$ cat config.mk
export PLATFORM = sky130hd
export DESIGN_NAME = riscv_alu_issue
export DESIGN_NICKNAME = d
export VERILOG_FILES = /design/src/rtl/riscv_alu_pkg.sv /design/src/rtl/riscv_imm_gen.sv /design/src/rtl/riscv_alu_issue.sv
export SDC_FILE = /design/constraint.sdc
export NUM_CORES = 1
export LEC_CHECK = 0
export ABC_AREA = 1
export BUFFER_PORTS_ARGS = -buffer_cell sky130_fd_sc_hd__buf_2
export CAP_MARGIN = 20
export CELL_PAD_IN_SITES_DETAIL_PLACEMENT = 0
export CELL_PAD_IN_SITES_GLOBAL_PLACEMENT = 1
export CORE_MARGIN = 4
export CORE_UTILIZATION = 33
export CTS_BUF_LIST = sky130_fd_sc_hd__clkbuf_8
export DETAILED_ROUTE_END_ITERATION = 8
export GPL_TIMING_DRIVEN = 0
export HOLD_SLACK_MARGIN = 0.03
export PLACE_DENSITY = 0.87
export SLEW_MARGIN = 0
export SYNTH_ARGS = -nofsm -noshare
export SYNTH_HDL_FRONTEND = slang
export SYNTH_HIERARCHICAL = 1
export SYNTH_SLANG_ARGS = --single-unit
$ cat constraint.sdc
create_clock -name clk -period 1.6 [get_ports clk]
set_input_delay 0 -clock clk [delete_from_list [all_inputs] [get_ports clk]]
set_output_delay 0 -clock clk [all_outputs]
set_load 0.005 [all_outputs]
$ cat src/rtl/riscv_alu_pkg.sv
// Shared types and encodings for the RV64 ALU decode-and-issue stage.
package riscv_alu_pkg;

    localparam int unsigned XLEN = 64;

    typedef enum logic [3:0] {
        ALU_AND = 4'b0000,
        ALU_OR  = 4'b0001,
        ALU_ADD = 4'b0010,
        ALU_SUB = 4'b0110,
        ALU_SLT = 4'b0111,
        ALU_NOR = 4'b1100
    } alu_ctrl_t;

    localparam logic [6:0] OPC_OP     = 7'b0110011;
    localparam logic [6:0] OPC_OP_IMM = 7'b0010011;
    localparam logic [6:0] OPC_LOAD   = 7'b0000011;
    localparam logic [6:0] OPC_STORE  = 7'b0100011;
    localparam logic [6:0] OPC_BRANCH = 7'b1100011;

    localparam logic [2:0] F3_ADD = 3'b000;
    localparam logic [2:0] F3_SLT = 3'b010;
    localparam logic [2:0] F3_OR  = 3'b110;
    localparam logic [2:0] F3_AND = 3'b111;
    localparam logic [2:0] F3_BEQ = 3'b000;

    localparam logic [6:0] F7_BASE = 7'b0000000;
    localparam logic [6:0] F7_ALT  = 7'b0100000;

    typedef struct packed {
        logic [XLEN-1:0] a;
        logic [XLEN-1:0] b;
        alu_ctrl_t       ctrl;
        logic            illegal;
    } issue_beat_t;

    // Shared funct3 map for OP/OP_IMM; returns {legal, ctrl}.
    function automatic logic [4:0] f3_to_ctrl(input logic [2:0] f3);
        logic [4:0] r;
        r = {1'b0, ALU_AND};
        case (f3)
            F3_ADD:  r = {1'b1, ALU_ADD};
            F3_SLT:  r = {1'b1, ALU_SLT};
            F3_OR:   r = {1'b1, ALU_OR};
            F3_AND:  r = {1'b1, ALU_AND};
            default: r = {1'b0, ALU_AND};
        endcase
        return r;
    endfunction

endpackage

$ cat src/rtl/riscv_imm_gen.sv
// Combinational I/S immediate generator, sign-extended from instr[31].
module riscv_imm_gen
    import riscv_alu_pkg::*;
#(
    parameter int unsigned WIDTH = XLEN
) (
    input  logic [31:0]      instr,
    output logic [WIDTH-1:0] imm
);

    logic unused_bits;
    assign unused_bits = ^instr[19:12];

    always_comb begin
        imm = {{(WIDTH-12){instr[31]}}, instr[31:20]};
        if (instr[6:0] == OPC_STORE) begin
            imm = {{(WIDTH-12){instr[31]}}, instr[31:25], instr[11:7]};
        end
    end

endmodule

$ cat src/rtl/riscv_alu_issue.sv
// ID/EX decode-and-issue stage with a registered valid/ready output slot.
// Define RISCV_ALU_ISSUE_SKID_EN to add a one-entry skid register and a registered in_ready.
module riscv_alu_issue
    import riscv_alu_pkg::*;
#(
    parameter int unsigned WIDTH = XLEN
) (
    input  logic             clk,
    input  logic             rst_n,
    input  logic             flush,
    input  logic             in_valid,
    output logic             in_ready,
    input  logic [31:0]      instr,
    input  logic [WIDTH-1:0] rs1_data,
    input  logic [WIDTH-1:0] rs2_data,
    output logic             out_valid,
    input  logic             out_ready,
    output logic [WIDTH-1:0] out_a,
    output logic [WIDTH-1:0] out_b,
    output logic [3:0]       alu_ctrl,
    output logic             illegal
);

    logic [6:0]       opcode;
    logic [2:0]       funct3;
    logic [6:0]       funct7;
    logic [WIDTH-1:0] imm;
    logic [4:0]       f3_dec;
    logic             legal;
    issue_beat_t      dec;
    issue_beat_t      slot_q;
    logic             accept;

    assign opcode = instr[6:0];
    assign funct3 = instr[14:12];
    assign funct7 = instr[31:25];
    assign f3_dec = f3_to_ctrl(funct3);

    riscv_imm_gen #(.WIDTH(WIDTH)) u_imm_gen (
        .instr (instr),
        .imm   (imm)
    );

    // Decode; undecodable words issue as an all-zero beat flagged illegal.
    always_comb begin
        dec         = '0;
        dec.a       = rs1_data;
        dec.b       = rs2_data;
        dec.ctrl    = ALU_AND;
        dec.illegal = 1'b0;
        legal       = 1'b1;
        case (opcode)
            OPC_OP: begin
                if (funct7 == F7_BASE) begin
                    legal    = f3_dec[4];
                    dec.ctrl = alu_ctrl_t'(f3_dec[3:0]);
                end else if (funct7 == F7_ALT && funct3 == F3_ADD) begin
                    dec.ctrl = ALU_SUB;
                end else begin
                    legal = 1'b0;
                end
            end
            OPC_OP_IMM: begin
                legal    = f3_dec[4];
                dec.ctrl = alu_ctrl_t'(f3_dec[3:0]);
                dec.b    = imm;
            end
            OPC_LOAD, OPC_STORE: begin
                dec.ctrl = ALU_ADD;
                dec.b    = imm;
            end
            OPC_BRANCH: begin
                legal    = (funct3 == F3_BEQ);
                dec.ctrl = ALU_SUB;
            end
            default: legal = 1'b0;
        endcase
        if (!legal) begin
            dec         = '0;
            dec.illegal = 1'b1;
        end
    end

    assign accept = in_valid && in_ready;

`ifdef RISCV_ALU_ISSUE_SKID_EN
    issue_beat_t skid_q;
    logic        skid_full;

    assign in_ready = !skid_full && !flush;

    // Output slot plus skid; skid only fills while the slot is stalled.
    always_ff @(posedge clk) begin
        if (!rst_n) begin
            slot_q    <= '0;
            skid_q    <= '0;
            out_valid <= 1'b0;
            skid_full <= 1'b0;
        end else if (flush) begin
            out_valid <= 1'b0;
            skid_full <= 1'b0;
        end else if (!out_valid || out_ready) begin
            if (skid_full) begin
                slot_q    <= skid_q;
                out_valid <= 1'b1;
                skid_full <= 1'b0;
            end else begin
                out_valid <= accept;
                if (accept) begin
                    slot_q <= dec;
                end
            end
        end else if (accept) begin
            skid_q    <= dec;
            skid_full <= 1'b1;
        end
    end
`else
    assign in_ready = !flush && (!out_valid || out_ready);

    always_ff @(posedge clk) begin
        if (!rst_n) begin
            slot_q    <= '0;
            out_valid <= 1'b0;
        end else if (flush) begin
            out_valid <= 1'b0;
        end else if (accept) begin
            slot_q    <= dec;
            out_valid <= 1'b1;
        end else if (out_ready) begin
            out_valid <= 1'b0;
        end
    end
`endif

    assign out_a    = slot_q.a;
    assign out_b    = slot_q.b;
    assign alu_ctrl = slot_q.ctrl;
    assign illegal  = slot_q.illegal;

endmodule

==> summary.md, run 1 <==
| Metric | Value |
|---|---|
| Clk root buf | `clkbuf_8` |
| Std cell rows | `53` |
| Fin worst setup slack | `between 0.04 and 0.05 ns` |
| Vias per cell | `4.36` |
| Routed wire length | `approximately 27000 um` |
| Worst Setup End Kind | `flop` |
| CP max stage delay | `about 0.34 ns` |
| DRC errors left | `0` |
| Max H-tree Level | `4` |
| Crit path max fanout | `10` |
| Final setup violation count | `0` |
| Crit Path Class | `reg2reg` |
| Slew Viols, Final | `0` |
| Total Routing Usage GR | `0.205` |
| Final net count | `about 1.8k` |
| Synthesized area per cell | `roughly 6.0 sq um` |
| Critical-path cell list | `inv_2, nor2_4, nor3_4, buf_4, clkbuf_16, buf_4, nand2_1, nor2_1, nand2_1, a21oi_1` |
| Skew-Pair Late Insertion Delay | `~0.44 ns` |
| Fin util | `0.535` |
| LEAKAGE | `~6.2 nW` |
| Outcome | `finished clean` |
| 1st-iter DRT viols | `approximately 360` |
| Port bufs | `approximately 290` |
| Clk pin slew, worst setup/hold paths | `approximately 0.09 ns` |
| First-pass GRT wire length | `slightly above 40000 um` |
| Vias in the first global route | `roughly 8k` |
| Seq/Total Area, Yosys | `0.369` |
| Area growth from synthesis to layout | `57.9%` |
| Syn Inst Count | `1207` |
| Largest net degree at the start of global routing | `between 50 and 60` |
| Clock tree buffer depth | `2` |
| Clk sinks | `133` |
| Ys Warns | `6` |
| Slew at the pin closest to its max-slew limit | `roughly 0.78 ns` |
| Top-Level Pins | `300` |
| TritonCTS Buffers | `17` |
| Commonest non-fill, non-tap cell in the layout | `nand2_1` |
| GRT overflow | `0` |
| Starting Density | `0.339` |
| Share of cells above drive strength 1 | `0.288` |
| Yosys cell types | `22` |
| Die span in y | `about 160 um` |
| Via count | `between 8k and 9k` |
| Final Skew | `between 0.01 and 0.015 ns` |
| Synth Net Count | `approximately 1.4k` |
| Routed Antenna Nets | `0` |
| M1 GR Usage | `0.253` |
| DP Worst Slack | `-0.485 ns` |
| Synthesized flop and latch total | `between 100 and 150` |
| Initial antenna violation count | `1` |
| Max-slew headroom | `0.480` |
| Data required, critical path | `1.96 ns` |
| Reg2reg path depth | `10` |
| GR Util met2 | `0.349` |
| Crit path launch type | `flop` |
| Critical Path AT | `1.92 ns` |
| Core Box Area | `0.0213 sq mm` |
| GR peak layer | `met2` |
| Fmax | `642 MHz` |
| Endpoints failing hold | `0` |
| Slowest-stage cell, CP | `dfxtp_2` |
| Final HPWL DP | `18500 um` |
| Highest-count cells in the layout ignoring fill and taps | `nand2_1 (485), buf_2 (307), nor2_1 (142)` |
| Final Wtd Congestion | `a little over 0.8` |
| TritonCTS clock tree | `yes` |
| Drt wl/cell | `13.7 um` |
| Tightest Hold Check Type | `in2reg` |
| DRT Pass-1 Iters | `4` |
| Pwr Density | `between 600 and 700 mW/mm^2` |
| Critical Path Stages | `10` |
| Mapped Area | `0.00722 sq mm` |
| Die area | `about 0.024 sq mm` |
| Global routing usage on met3 | `0.0641` |
| CP top delay family | `buffers and inverters` |
| Buffers & Inverters on Critical Path | `4` |
| Tmin final | `1.56 ns` |
| WHS Path Cells | `6` |
| Max Cap Viol | `0` |
| Peak VDD IR | `0.451 mV` |
| Ratio of final minimum period to clock period | `0.973` |
| Die width | `between 150 and 200 um` |
report_power, final:
part,leakage [nW],internal (mW),switching (mW)
Sequential,1.08,3.38,0.0364
Clock,0.192,1.30,1.61
Combinational,4.95,0.808,0.705
path summary, 6_finish.rpt:
check / startpoint / to / slack [ns]
setup reg to reg: out_valid / out_b[8] / 0.04
hold reg to reg: out_b[19] / out_b[19] / 0.46
setup / recovery: out_valid / out_b[8] / 0.04
hold / removal: instr[6] / alu_ctrl[1] / 0.05
metrics by stage:
| stage | power (mW) | instance area, sq um | cells | hold slack, ns | TNS [ns] |
|---|---|---|---|---|---|
| floorplan | 4.10 | 7220 | 1207 | 0.0311 | 0 |
| global placement | 4.57 | 9030 | 1775 | 0.241 | -47.15 |
| detailed placement | 4.58 | 9030 | 1775 | 0.247 | -49.60 |
| CTS | 7.79 | 10900 | 1946 | 0.0319 | 0 |
| global route | 8.25 | 11400 | 1958 | 0.0697 | -0.0539 |
| finish | 7.84 | 11400 | 1959 | 0.0526 | 0 |
what timing repair did:
item,in CTS,in global routing
gates resized for setup,26,126
hold buffers,138,0
setup buffers,1,3
setup endpoints to repair,132,132
pin swaps,1,34
gates cloned,0,8
hold endpoints to repair,132,0
kinds of logic (layout without fill, tap and decap cells):
logic type	Yosys count	count (layout)	share of synthesized area
compound gates	131	131	0.0909
buf+inv	275	749	0.182
flops	133	133	0.369
other cells	1	3	0.000520
simple gates	667	668	0.357
state kept, by name, indices dropped and copies added (netlist names):
signal     count
out_a         64
illegal        1
out_b         64
alu_ctrl       3
out_valid      1
cells in the mapped netlist:
cell type | instances | area (sq um)
buf_4 | 64 | 480
clkbuf_1 | 28 | 105
inv_2 | 3 | 11.3
conb_1 | 1 | 3.75
dfxtp_1 | 133 | 2660
nand2_2 | 3 | 18.8
nor2_4 | 2 | 22.5
nor2_2 | 2 | 12.5
a21oi_1 | 130 | 651
inv_1 | 141 | 529
o21ai_0 | 1 | 5.00
nand4_1 | 1 | 6.26
nor3_4 | 1 | 16.3
nand2_1 | 488 | 1830
clkinv_1 | 2 | 7.51
nor3_1 | 3 | 15.0
nand3b_1 | 1 | 7.51
or2_2 | 2 | 12.5
nand3_1 | 16 | 80.1
buf_1 | 3 | 11.3
nor2_1 | 148 | 556
buf_2 | 34 | 170
tightest hold or removal path, stage by stage:
cell and delay (ns):
buf_2 0.12, nor3_1 0.07, nand3_1 0.08, nand3b_1 0.09
nand2_1 0.07, nor2_1 0.03
layer usage:
| layer | wire (um) | part of all wire |
|---|---|---|
| met3 | 1950 | 0.072 |
| met2 | 12800 | 0.48 |
| met5 | 0 | 0 |
| met1 | 11600 | 0.43 |
| met4 | 429 | 0.016 |
cell type report:
cell class                 instances  area (sq um)
fill                            2120          9890
multi-input combinational        800          3360
timing repair buffer             442          3050
sequential                       133          2660
buffer                           129          1020
inverter                         146           561
tap                              275           344
clock buffer                      17           234
clock inverter                    15           159
antenna                            2          5.00
Power figures use the tool's default switching activity.
==> run 2: changes to the inputs <==
--- a/config.mk
+++ b/config.mk
@@ -5,18 +5,17 @@
 export SDC_FILE = /design/constraint.sdc
 export NUM_CORES = 1
 export LEC_CHECK = 0
-export ABC_AREA = 1
 export BUFFER_PORTS_ARGS = -buffer_cell sky130_fd_sc_hd__buf_2
 export CAP_MARGIN = 20
 export CELL_PAD_IN_SITES_DETAIL_PLACEMENT = 0
 export CELL_PAD_IN_SITES_GLOBAL_PLACEMENT = 1
 export CORE_MARGIN = 4
-export CORE_UTILIZATION = 33
+export CORE_UTILIZATION = 35
 export CTS_BUF_LIST = sky130_fd_sc_hd__clkbuf_8
 export DETAILED_ROUTE_END_ITERATION = 8
 export GPL_TIMING_DRIVEN = 0
 export HOLD_SLACK_MARGIN = 0.03
-export PLACE_DENSITY = 0.87
+export PLACE_DENSITY = 0.86
 export SLEW_MARGIN = 0
 export SYNTH_ARGS = -nofsm -noshare
 export SYNTH_HDL_FRONTEND = slang
==> summary.md, run 2 <==
| Metric | Value |
|---|---|
| Outcome | `finished clean (unchanged)` |
| Data required, critical path | `1.92 ns (was 1.96 ns)` |
| Starting Density | `0.355 (was 0.339)` |
| Commonest non-fill, non-tap cell in the layout | `buf_2 (was nand2_1)` |
| Pwr Density | `738 mW/mm^2 (was 688 mW/mm^2)` |
| Synthesized area per cell | `9.53 sq um (was 5.98 sq um)` |
| Most frequent cell after synthesis | `nand2_1 (unchanged)` |
| Tmin final | `1.57 ns (was 1.56 ns)` |
| WHS Path Cells | `4 (was 6)` |
| Max Cap Viol | `0 (unchanged)` |
| DRT Pass-1 Iters | `4 (unchanged)` |
| Final Skew | `0.0111 ns (was 0.0139 ns)` |
| Via count | `6661 (was 8550)` |
| Clk root buf | `clkbuf_8 (unchanged)` |
| Largest net degree at the start of global routing | `55 (was 56)` |
| Placed Instance Area | `0.00843 sq mm (was 0.00903 sq mm)` |
| 1st-iter DRT viols | `169 (was 361)` |
| End of the worst hold path | `out_b[2] (was alu_ctrl[1])` |
| Async S/R FF share, synth | `0 (unchanged)` |
| Area growth from synthesis to layout | `57.7% (was 57.9%)` |
| Origin of the critical flop-to-flop path | `out_valid (unchanged)` |
| Seq/Total Area, Yosys | `0.401 (was 0.369)` |
| Die width | `146 um (was 156 um)` |
| Routed Antenna Nets | `0 (unchanged)` |
| Reg-to-reg endpoint | `out_a[8] (was out_b[8])` |
| First-pass GRT wire length | `36600 um (was 40400 um)` |
| Top-Level Pins | `300 (unchanged)` |
| Post-synth top cells | `nand2_1 (141), dfxtp_1 (133), nand3_1 (67), mux2i_1 (64), buf_4 (61) (was nand2_1 (488), nor2_1 (148), inv_1 (141), dfxtp_1 (133), a21oi_1 (130))` |
| Drt wl/cell | `16.3 um (was 13.7 um)` |
| TritonCTS Buffers | `17 (unchanged)` |
| Crit Path Class | `in2reg (was reg2reg)` |
| Slew at the pin closest to its max-slew limit | `0.599 ns (was 0.779 ns)` |
| Vias per cell | `4.75 (was 4.36)` |
| Post-synth top area share | `0.401 (was 0.369)` |
| Routed wire length | `22800 um (was 26900 um)` |
| Skew-Pair Late Insertion Delay | `0.45 ns (was 0.44 ns)` |
| Critical-path cell list | `buf_2, or4b_4, nor3_4, mux2_2, mux2i_1, o31ai_4 (was inv_2, nor2_4, nor3_4, buf_4, clkbuf_16, buf_4, nand2_1, nor2_1, nand2_1, a21oi_1)` |
| Synth Net Count | `861 (was 1372)` |
| Ys Warns | `6 (unchanged)` |
| Clk sinks | `133 (unchanged)` |
| Finished Cell Area | `0.0105 sq mm (was 0.0114 sq mm)` |
| Synth top area cells | `dfxtp_1 (40%), o31ai_2 (10%), mux2i_1 (9.7%), nand2_1 (8.0%), buf_4 (6.9%) (was dfxtp_1 (37%), nand2_1 (25%), a21oi_1 (9.0%), nor2_1 (7.7%), inv_1 (7.3%))` |
| Critical Path AT | `1.90 ns (was 1.92 ns)` |
| Final Wtd Congestion | `0.757 (was 0.812)` |
| Max H-tree Level | `4 (unchanged)` |
| Most frequently used flop master after synthesis | `dfxtp_1 (unchanged)` |
| Endpoints failing hold | `0 (unchanged)` |
| Area leader, netlist | `dfxtp_1 (unchanged)` |
| Yosys cell types | `42 (was 22)` |
| RSZ-0062 raised after global routing | `true` |
| Die area | `0.0212 sq mm (was 0.0243 sq mm)` |
| Syn Inst Count | `696 (was 1207)` |
| Max-slew headroom | `0.601 (was 0.480)` |
| Highest-count cells in the layout ignoring fill and taps | `buf_2 (298), nand2_1 (139), dlygate4sd3_1 (139) (was nand2_1 (485), buf_2 (307), nor2_1 (142))` |
| Share of cells above drive strength 1 | `0.482 (was 0.288)` |
| Mapped Area | `0.00664 sq mm (was 0.00722 sq mm)` |
| Die span in y | `146 um (was 156 um)` |
| Pwr Total | `7.72 mW (was 7.84 mW)` |
| LEAKAGE | `4.56 nW (was 6.22 nW)` |
| Total Routing Usage GR | `0.212 (was 0.205)` |
| Initial antenna violation count | `4 (was 1)` |
| Hold Crit Start | `instr[22] (was instr[6])` |
| Fmax | `635 MHz (was 642 MHz)` |
| Vias in the first global route | `6961 (was 7979)` |
| Crit path max fanout | `5 (was 10)` |
| Fin util | `0.559 (was 0.535)` |
| Worst Setup End Kind | `flop (unchanged)` |
| DRC errors left | `0 (unchanged)` |
| Slew Viols, Final | `0 (unchanged)` |
| Ratio of final minimum period to clock period | `0.984 (was 0.973)` |
| Post-synth EDFFs | `0 (unchanged)` |
| Core Box Area | `0.0187 sq mm (was 0.0213 sq mm)` |
| TritonCTS clock tree | `yes (unchanged)` |
| Std cell rows | `50 (was 53)` |
| Tightest Hold Check Type | `in2reg (unchanged)` |
| Final setup violation count | `0 (unchanged)` |
| Final HPWL DP | `16000 um (was 18500 um)` |
| DP Worst Slack | `-0.757 ns (was -0.485 ns)` |
| Port bufs | `293 (unchanged)` |
| Final net count | `1317 (was 1834)` |
| Worst setup path startpoint | `instr[6] (was out_valid)` |
| Clock tree buffer depth | `2 (unchanged)` |
| Peak VDD IR | `0.467 mV (was 0.451 mV)` |
| Fin worst setup slack | `0.0252 ns (was 0.0433 ns)` |
| GRT overflow | `0 (unchanged)` |
| Slowest-stage cell, CP | `or4b_4 (was dfxtp_2)` |
| Reg2reg path depth | `8 (was 10)` |
| Crit path launch type | `primary input (was flop)` |
| Clk pin slew, worst setup/hold paths | `0.09 ns (about the same)` |
| CP max stage delay | `0.54 ns (was 0.34 ns)` |
| Synthesized flop and latch total | `133 (unchanged)` |
| R2r setup slk | `0.08 ns (was 0.04 ns)` |
-- run 2: cell count changes after synthesis, sizes merged, moves of 52 or more --
cell / delta
a21oi: -62
nor2: -148
inv: -141
o31ai: +64
nand2: -350
mux2i: +64
nand3: +52
-- run 2: metrics by stage --
step	hold WS, ns	std cells	setup TNS, ns
floorplan	0.0432	696	-0.764
detailed placement	0.197	1223	-89.08
global route	0.0527	1401	-0.0456
global placement	0.203	1223	-88.34
finish	0.0677	1401	0
CTS	0.0349	1396	0
-- run 2: area by class of cell --
class                      count  area [sq um]
sequential                   133          2660
clock buffer                  18           248
inverter                       3          11.3
antenna                        2          5.00
timing repair buffer         437          2900
clock inverter                14           165
tap                          234           293
buffer                       118           977
fill                        1642          8240
multi-input combinational    442          3200
-- run 2: timing repair --
item                                   CTS  global route
setup buffers                            2             3
pin swaps                                2             2
gates cloned                             0             0
setup endpoints to repair              131           125
gates resized for setup                 47            28
endpoints found under the hold margin  132             0
hold buffers                           139             0
-- run 2: logic make-up after synthesis --
family,Yosys count,share of synthesized area
other,1,0.000565
AND/OR/NAND/NOR,231,0.158
multiplexers,69,0.105
flip-flops,133,0.401
AO/OA/AOI/OAI,141,0.209
buffers and inverters,121,0.126
-- run 2: worst max-delay path: cells and delay by family --
family | cells | cell delay (ns)
AOI/OAI and AO/OA | 1 | 0.11
muxes | 2 | 0.66
buffers and inverters | 1 | 0.12
and+or+nand+nor | 2 | 1.00
-- run 2: worst max-delay path by stage --
| stage | endpoint | depth (start not counted) |
|---|---|---|
| 2_1_floorplan | out_b[44] | 7 |
| 3_3_place_gp | out_b[44] | 8 |
| 3_5_place_dp | out_b[44] | 8 |
| 4_1_cts | out_b[43] | 8 |
| 5_1_grt | out_b[35] | 8 |
| 6_report | out_b[3] | 6 |
-- run 2: per-layer routing --
metal,part of all wire,vias up,routed length (um),track usage
met2,0.50,235,11400,0.372
met5,0.0015,-,34,0
li1,-,3288,-,-
met3,0.073,32,1660,0.0685
met4,0.015,4,340,0.0684
met1,0.41,3102,9410,0.245
-- run 2: where the power goes --
| group | switching, mW | internal [mW] | leakage [nW] | total (mW) |
|---|---|---|---|---|
| registers | 0.0339 | 3.37 | 1.08 | 3.41 |
| logic | 0.597 | 0.703 | 3.29 | 1.30 |
| clock network | 1.54 | 1.47 | 0.197 | 3.01 |
